### config.mk
export PLATFORM = sky130hd
export DESIGN_NAME = cmd_host_arbiter
export DESIGN_NICKNAME = d
export VERILOG_FILES = /design/src/rtl/cmd_host_arbiter.sv
export SDC_FILE = /design/constraint.sdc
export NUM_CORES = 1
export LEC_CHECK = 0
export ABC_AREA = 1
export CAP_MARGIN = 20
export CORE_MARGIN = 2
export CORE_UTILIZATION = 48
export CTS_CLUSTER_DIAMETER = 80
export DETAILED_ROUTE_END_ITERATION = 10
export PLACE_DENSITY = 0.9
export SLEW_MARGIN = 20
export SYNTH_ARGS = -nofsm -noshare
export SYNTH_HDL_FRONTEND = slang
export SYNTH_SLANG_ARGS = --single-unit
### constraint.sdc
create_clock -name i_sysclk -period 4.35 [get_ports i_sysclk]
set_input_delay 0.6525 -clock i_sysclk [delete_from_list [all_inputs] [get_ports i_sysclk]]
set_output_delay 0.6525 -clock i_sysclk [all_outputs]
set_load 0.01 [all_outputs]
### src/rtl/cmd_host_arbiter.sv
// rtl/cmd_host_arbiter.sv - round-robin arbiter sharing one command-bus host port
// between NUM_REQ requesters, with its own ack timeout.
module cmd_host_arbiter #(
    parameter int NUM_REQ          = 4,
    parameter int HOST_ADDR_BITS   = 32,
    parameter int HOST_DATA_BITS   = 32,
    parameter int ACK_TIMEOUT_CLKS = 64,
    parameter logic [HOST_DATA_BITS-1:0] TIMEOUT_RDATA = 32'hDEAD_BEEF
) (
    input  logic                               i_sysclk,
    input  logic                               i_srst,
    input  logic [NUM_REQ-1:0]                 i_req_sel,
    input  logic [NUM_REQ-1:0]                 i_req_rd_wr_n,
    input  logic [NUM_REQ*HOST_ADDR_BITS-1:0]  i_req_byte_addr,
    input  logic [NUM_REQ*HOST_DATA_BITS-1:0]  i_req_wdata,
    output logic [NUM_REQ-1:0]                 o_req_busy,
    output logic [NUM_REQ-1:0]                 o_req_ack,
    output logic [NUM_REQ-1:0]                 o_req_timeout,
    output logic [HOST_DATA_BITS-1:0]          o_req_rdata,
    output logic                               o_host_sel,
    output logic                               o_host_rd_wr_n,
    output logic [HOST_ADDR_BITS-1:0]          o_host_byte_addr,
    output logic [HOST_DATA_BITS-1:0]          o_host_wdata,
    input  logic                               i_host_ack,
    input  logic [HOST_DATA_BITS-1:0]          i_host_rdata
);
    localparam int IDX_W = (NUM_REQ > 1) ? $clog2(NUM_REQ) : 1;
    localparam int CNT_W = $clog2(ACK_TIMEOUT_CLKS + 1);
    localparam logic [CNT_W-1:0] CNT_LAST = CNT_W'(ACK_TIMEOUT_CLKS - 1);

    typedef enum logic [0:0] {S_IDLE, S_WAIT_ACK} state_t;

    state_t                    state_q, state_d;
    logic [NUM_REQ-1:0]        busy_q, busy_d;
    logic [IDX_W-1:0]          ptr_q, ptr_d;
    logic [IDX_W-1:0]          grant_q, grant_d;
    logic [CNT_W-1:0]          cnt_q, cnt_d;
    logic                      host_sel_q, host_sel_d;
    logic                      host_rd_wr_n_q, host_rd_wr_n_d;
    logic [HOST_ADDR_BITS-1:0] host_addr_q, host_addr_d;
    logic [HOST_DATA_BITS-1:0] host_wdata_q, host_wdata_d;
    logic [NUM_REQ-1:0]        req_ack_q, req_ack_d;
    logic [NUM_REQ-1:0]        req_timeout_q, req_timeout_d;
    logic [HOST_DATA_BITS-1:0] req_rdata_q, req_rdata_d;

    logic                      hold_rd_q    [NUM_REQ];
    logic [HOST_ADDR_BITS-1:0] hold_addr_q  [NUM_REQ];
    logic [HOST_DATA_BITS-1:0] hold_wdata_q [NUM_REQ];

    logic                      found;
    logic [IDX_W-1:0]          pick;
    logic [IDX_W-1:0]          cand;

    // Holding registers only load while their requester is idle, so a
    // repeated pulse never disturbs a pending or in-flight transaction.
    always_ff @(posedge i_sysclk) begin
        for (int k = 0; k < NUM_REQ; k++) begin
            if (i_req_sel[k] && !busy_q[k]) begin
                hold_rd_q[k]    <= i_req_rd_wr_n[k];
                hold_addr_q[k]  <= i_req_byte_addr[k*HOST_ADDR_BITS +: HOST_ADDR_BITS];
                hold_wdata_q[k] <= i_req_wdata[k*HOST_DATA_BITS +: HOST_DATA_BITS];
            end
        end
    end

    always_comb begin
        found = 1'b0;
        pick  = ptr_q;
        cand  = '0;
        for (int i = 0; i < NUM_REQ; i++) begin
            cand = IDX_W'((int'(ptr_q) + i) % NUM_REQ);
            if (!found && busy_q[cand]) begin
                found = 1'b1;
                pick  = cand;
            end
        end
    end

    always_comb begin
        state_d        = state_q;
        busy_d         = busy_q;
        ptr_d          = ptr_q;
        grant_d        = grant_q;
        cnt_d          = cnt_q;
        host_sel_d     = 1'b0;
        host_rd_wr_n_d = host_rd_wr_n_q;
        host_addr_d    = host_addr_q;
        host_wdata_d   = host_wdata_q;
        req_ack_d      = '0;
        req_timeout_d  = '0;
        req_rdata_d    = req_rdata_q;

        for (int k = 0; k < NUM_REQ; k++) begin
            if (i_req_sel[k] && !busy_q[k]) begin
                busy_d[k] = 1'b1;
            end
        end

        case (state_q)
            S_IDLE: begin
                if (found) begin
                    host_sel_d     = 1'b1;
                    host_rd_wr_n_d = hold_rd_q[pick];
                    host_addr_d    = hold_addr_q[pick];
                    host_wdata_d   = hold_wdata_q[pick];
                    grant_d        = pick;
                    cnt_d          = '0;
                    state_d        = S_WAIT_ACK;
                end
            end
            S_WAIT_ACK: begin
                cnt_d = cnt_q + CNT_W'(1);
                // A real ack on the terminal-count cycle wins over the timeout.
                if (i_host_ack || cnt_q == CNT_LAST) begin
                    req_ack_d[grant_q]     = 1'b1;
                    req_timeout_d[grant_q] = !i_host_ack;
                    req_rdata_d            = i_host_ack ? i_host_rdata : TIMEOUT_RDATA;
                    busy_d[grant_q]        = 1'b0;
                    ptr_d                  = IDX_W'((int'(grant_q) + 1) % NUM_REQ);
                    cnt_d                  = '0;
                    state_d                = S_IDLE;
                end
            end
            default: state_d = S_IDLE;
        endcase
    end

    always_ff @(posedge i_sysclk) begin
        if (i_srst) begin
            state_q        <= S_IDLE;
            busy_q         <= '0;
            ptr_q          <= '0;
            grant_q        <= '0;
            cnt_q          <= '0;
            host_sel_q     <= 1'b0;
            host_rd_wr_n_q <= 1'b0;
            host_addr_q    <= '0;
            host_wdata_q   <= '0;
            req_ack_q      <= '0;
            req_timeout_q  <= '0;
            req_rdata_q    <= '0;
        end else begin
            state_q        <= state_d;
            busy_q         <= busy_d;
            ptr_q          <= ptr_d;
            grant_q        <= grant_d;
            cnt_q          <= cnt_d;
            host_sel_q     <= host_sel_d;
            host_rd_wr_n_q <= host_rd_wr_n_d;
            host_addr_q    <= host_addr_d;
            host_wdata_q   <= host_wdata_d;
            req_ack_q      <= req_ack_d;
            req_timeout_q  <= req_timeout_d;
            req_rdata_q    <= req_rdata_d;
        end
    end

    assign o_req_busy       = busy_q;
    assign o_req_ack        = req_ack_q;
    assign o_req_timeout    = req_timeout_q;
    assign o_req_rdata      = req_rdata_q;
    assign o_host_sel       = host_sel_q;
    assign o_host_rd_wr_n   = host_rd_wr_n_q;
    assign o_host_byte_addr = host_addr_q;
    assign o_host_wdata     = host_wdata_q;
endmodule

== After elaboration in Yosys (flattened, before gate mapping) ==
Memories as Yosys holds them, arrays and structs flattened. A register that Yosys moved wholly into a read port is not among the register bits.
Index checks and enable logic that the tools add are counted.
Widths: inputs -> output; s select.

* Register bits after elaboration: 57
* Bits in writable memories: 260
* Bits of input ports: 299
* Output and inout port bits: 110
* Logic and storage cells: 89
* Memories: 3

{| class="wikitable"
|+ Memories
! name !! words !! bits a word !! rd ports !! clocked after Yosys merged registers in !! write ports !! line !! text
|-
| hold_addr_q || 4 || 32 || 1 || 1 || 4 || 47 || <nowiki>logic [HOST_ADDR_BITS-1:0] hold_addr_q [NUM_REQ];</nowiki>
|-
| hold_wdata_q || 4 || 32 || 1 || 1 || 4 || 48 || <nowiki>logic [HOST_DATA_BITS-1:0] hold_wdata_q [NUM_REQ];</nowiki>
|-
| hold_rd_q || 4 || 1 || 1 || 1 || 4 || 46 || <nowiki>logic hold_rd_q [NUM_REQ];</nowiki>
|}

* $add $sub $neg: 5
* Order comparisons: 6
* Equality and inequality tests: 2
* Mux-type cells: 38
* Bitwise gates (word level): 5
* Reductions and logical operators: 21

{| class="wikitable"
|+ Operator list
! cell !! count
|-
| $mux 32 || 1
|-
| $mux 1 || 23
|-
| $lt 2x3->1 const B || 5
|-
| $mux 7 || 2
|-
| $pmux 7 s2 || 1
|-
| $and 4x4->4 || 2
|-
| $bmux 1 s2 || 4
|-
| $logic_and 1x1->1 || 8
|-
| $logic_not 1->1 || 8
|-
| $mux 4 || 2
|-
| $add 7x1->7 const B || 1
|-
| $eq 7x6->1 const B || 1
|-
| $mux 2 || 3
|-
| $add 2x1->2 const B || 2
|-
| $add 2x2->2 const B || 2
|-
| $not 4->4 || 1
|-
| $reduce_and 2->1 || 2
|-
| $reduce_or 3->1 || 1
|-
| $demux 1 s2 || 1
|-
| $ge 2x1->1 const B || 1
|-
| $ne 2x2->1 const B || 1
|-
| $not 1->1 || 2
|-
| $pmux 1 s2 || 1
|-
| $reduce_or 2->1 || 1
|-
| $logic_or 1x1->1 || 1
|}

== Depth between registers and ports, before layout ==
* Word-level depth: 14
* Depth in mapped cells: 19

== Least setup slack after synthesis ==
Ideal clock, no wire load.

* Path kind: input to register
* Start: input port i_req_sel[0]
* End: memory hold_addr_q[0][0] (enable)
* Setup time: 0.490 ns
* Arrival: 3.418 ns
* Required time: 3.860 ns
* Slack: 0.442 ns
* Stages on the path: 2
* Buffers on the path: 0
* Path through: inv_1 nor2_1

{| class="wikitable"
|+ RTL lines
! item !! line !! text
|-
| from (decl) || 12 || <nowiki>input logic [NUM_REQ-1:0] i_req_sel,</nowiki>
|-
| to (decl) || 47 ||
|}

== Final worst setup path ==
* Start: register ptr_q[0]
* End: register host_wdata_q[8] (netlist: o_host_wdata[8]) (read register of hold_wdata_q)

* Longest elaborated chain between the ends: 13
* Elaborated cells on any way between the ends: 25
* Classes of those cells: add/sub: 3; mux: 15; reduce/logical: 7

{| class="wikitable"
|+ Ends and longest elaborated chain
! item !! line !! text
|-
| from (decl) || 35 || <nowiki>logic [IDX_W-1:0] ptr_q, ptr_d;</nowiki>
|-
| from (signal assigned) || 145 || <nowiki>ptr_q <= ptr_d;</nowiki>
|-
| branches (longest 13 deep; another with $add 2x1->2) || - ||
|-
| to (decl) || 41 || <nowiki>logic [HOST_DATA_BITS-1:0] host_wdata_q, host_wdata_d;</nowiki>
|}

Several ways; the timed one is not identified. The select of a mux whose other input is x is not followed.
A chain may end at the register's enable or synchronous reset.

==> results_dict.tcl <==
set metrics [dict create \
    area_growth_pct 37.36 \
    wl_per_cell_um 19.27 \
    syn_area_sq_um 15140 \
    cts.htree.levels 2 \
    crit_path_max_fanout 55 \
    dominantRegCellSynth "edfxtp_1" \
    p_int_uw 7735 \
    seq_power_share_pct 39.7 \
    drt_first_iter_violations 1133 \
    synth.area.mux_share_pct 0 \
    yosysWarningCount 0 \
    ys_ff_latch 382 \
    rows 65 \
    total_power_uw 11630 \
    drtAntennaViolNets 0 \
    via_count 12590 \
    synthDistinctLibCells 32 \
    synthXorXnorAreaFrac_pct 0.1736 \
    grt_first_pass_wirelength_mm 68.72 \
    fin_nets 2202 \
    routed_wl_mm 44.97 \
    drc 0 \
    post_cts_resized 0 \
    fp.dieH_um 181.6 \
    drive_gt1_share_pct 5.391 \
    clkPwrFrac_pct 28.9 \
    drt_first_pass_iters 7 \
    die_w_um 181.6 \
    final_cell_area_sq_um 20790 \
    synth-edff-count 260 \
    tns_ps 0 \
    yosysTopAreaCellShare_pct 51.57 \
    startpoint_type "flop" \
    grtUsageTotal_pct 26.77 \
    synth-compound-area-share_pct 2.835 \
    arrival_ps 3670 \
    setup_viol 0 \
    ios 409 \
    synthTopCellsByArea "edfxtp_1, dfxtp_1, nand2_1" \
    worst_slew_pin_slew_ps 1103 \
    syn-num-nets 1820 \
    path_class "reg2reg" \
    peakVddDrop_mv 0.4855 \
    rsz0062_at_grt "no" \
    yosys.area.top_type "edfxtp_1" \
    mostFrequentLayoutCells "nand2_1, clkdlybuf4s50_1, edfxtp_1" \
    clock_latency_ps 530 \
    seqCellArea_sq_um 10250 \
    grt_pass1_vias 12840 \
    core-area_sq_um 31310 \
    cts_root_buf "clkbuf_16" \
    async_reset_ff_share_pct 0 \
    report.final.slew_viol_count 0 \
    multiInputGateArea_sq_um 4227 \
    clk_pin_slew_ps 60 \
    post_cts_buffers 0 \
    fin_crit_sh_pct 73.61 \
    gr-total-overflow 0 \
    cts.hold.buffers_added 0 \
    synthAdderAreaFrac_pct 0.4133 \
    hold-worst-slack_ps 455.6 \
    fmax_mhz 312.3 \
    gp_congestion 0.8593 \
    synth_seq_area_share_pct 67.71 \
    vias_per_cell 5.394 \
    hold_viol 0 \
    outcome "complete, no violations" \
    cts_buffer_depth 3 \
    cap_violations 0 \
    sw_frac_of_total_pct 33.49 \
    min_path_type "reg2reg" \
    period_minus_slack_ps 3202 \
    p_comb_share_pct 31.4 \
    synthSimpleGateAreaFrac_pct 24.18 \
    final_common_cell "nand2_1" \
    total_leakage_power_uw 0.008545 \
    pre_cts_slack_ps 1186 \
    setup_ws_ps 1148 \
    grt_max_degree 131 \
    start_util_pct 48.35 \
    clock_skew_ps 21.58 \
    nFillCells 2111 \
    die_area_sq_um 32970 \
    syn_area_per_cell_sq_um 9.986 \
    cts_tree "yes" \
    syn_inst 1516 \
    cp_data_required_time_ps 4820 \
    dpl.hpwl_mm 29.16 \
    cts_made_buffers 40 \
    dpl_cell_area_sq_um 19480 \
    slew_headroom_pct 26.48 \
    p_switching_uw 3895 \
    cellPowerDensity_nw_per_um2 559.3 \
    synth_top_family_by_area "simple AND/OR/NAND/NOR gates" \
    clkSinkCount 382 \
    antenna_found_initial 4 \
    end_kind "flop" \
    portBuffers 408 \
]
final timing paths:
check	to	depth (start not counted)	slack (ps)	from
hold reg to reg	cnt_q[6]	2	460	cnt_q[6]
setup reg to reg	o_host_wdata[8]	15	1150	ptr_q[0]
setup / recovery	o_host_wdata[8]	15	1150	ptr_q[0]
hold / removal	cnt_q[6]	2	460	cnt_q[6]
metrics by stage:
stage                     cells  utilization, %
final                      2334           66.41
after global routing       2333           66.40
after CTS                  2331           66.39
after detailed placement   2258           62.23
after global placement     2258           62.22
after floorplan            1516               -
power groups by stage:
stage | Clock, uW | Sequential [uW] | Combinational, uW
2_1_floorplan | 0 | 4770 | 1990
3_3_place_gp | 0 | 4650 | 3440
3_5_place_dp | 0 | 4690 | 3580
4_1_cts | 3410 | 4620 | 3630
5_1_grt | 3560 | 4660 | 3990
6_report | 3360 | 4620 | 3650
cell usage after synthesis, types with 2 or more instances:
master / n
clkbuf_1: 21
nand3_1: 180
ha_1: 5
nor2_1: 228
buf_6: 4
edfxtp_1: 260
buf_1: 2
nor3_1: 5
o21ai_0: 35
a21oi_1: 6
nand2_1: 461
a22oi_1: 2
dfxtp_1: 122
buf_4: 11
buf_2: 47
o221ai_1: 4
nand2_2: 9
clkinv_1: 2
nor2_4: 2
o21ai_1: 32
inv_1: 64
xor2_1: 3
inv_2: 2
layout make-up:
cell class              count  area share [%]
clock inverters            22          0.9928
well taps                 402           2.419
inverters                  69           1.258
flip-flops and latches    382           49.29
multi-input cells         980           20.33
clock buffers              51           5.265
repair buffers            425           20.41
diodes                      3         0.03610
registers in the layout, indices dropped and copies added, names as in the netlist:
signal            cells
o_host_rd_wr_n        1
o_req_timeout         4
o_req_ack             4
ptr_q                 2
o_req_busy            4
hold_addr_q         128
grant_q               2
o_host_sel            1
o_req_rdata          32
hold_rd_q             4
state_q               1
cnt_q                 7
hold_wdata_q        128
o_host_wdata         32
o_host_byte_addr     32
critical path, stage by stage (launching register included):
cell     delay, ps
dfxtp_1        450
inv_2          220
nand2_1         80
nand2_1        140
nand2_1         90
nand2_2        130
nor2_4          60
nand2_1         70
nor2_2          70
nor2_4         100
buf_4          560
buf_4          600
nor2_1         130
nor2_1         200
o21ai_1        110
nor2_1         100
metal layers:
metal  vias up  GRT usage (%)  wire, um
met5         -              0        12
met4         2          15.06      2617
met3       166          5.576      4069
met2       774          46.99     22610
met1      5881          30.51     15660
li1       5766              -         -
kinds of logic (layout without fill, tap and decap cells):
kind of cell | after synthesis | after routing
AOI/OAI and AO/OA | 81 | 81
xor gates and xnor gates | 3 | 3
adders and majority gates | 5 | 5
buffers and inverters | 154 | 567
DFF | 382 | 382
other | 0 | 3
and+or+nand+nor | 891 | 891
Power figures use the tool's default switching activity.
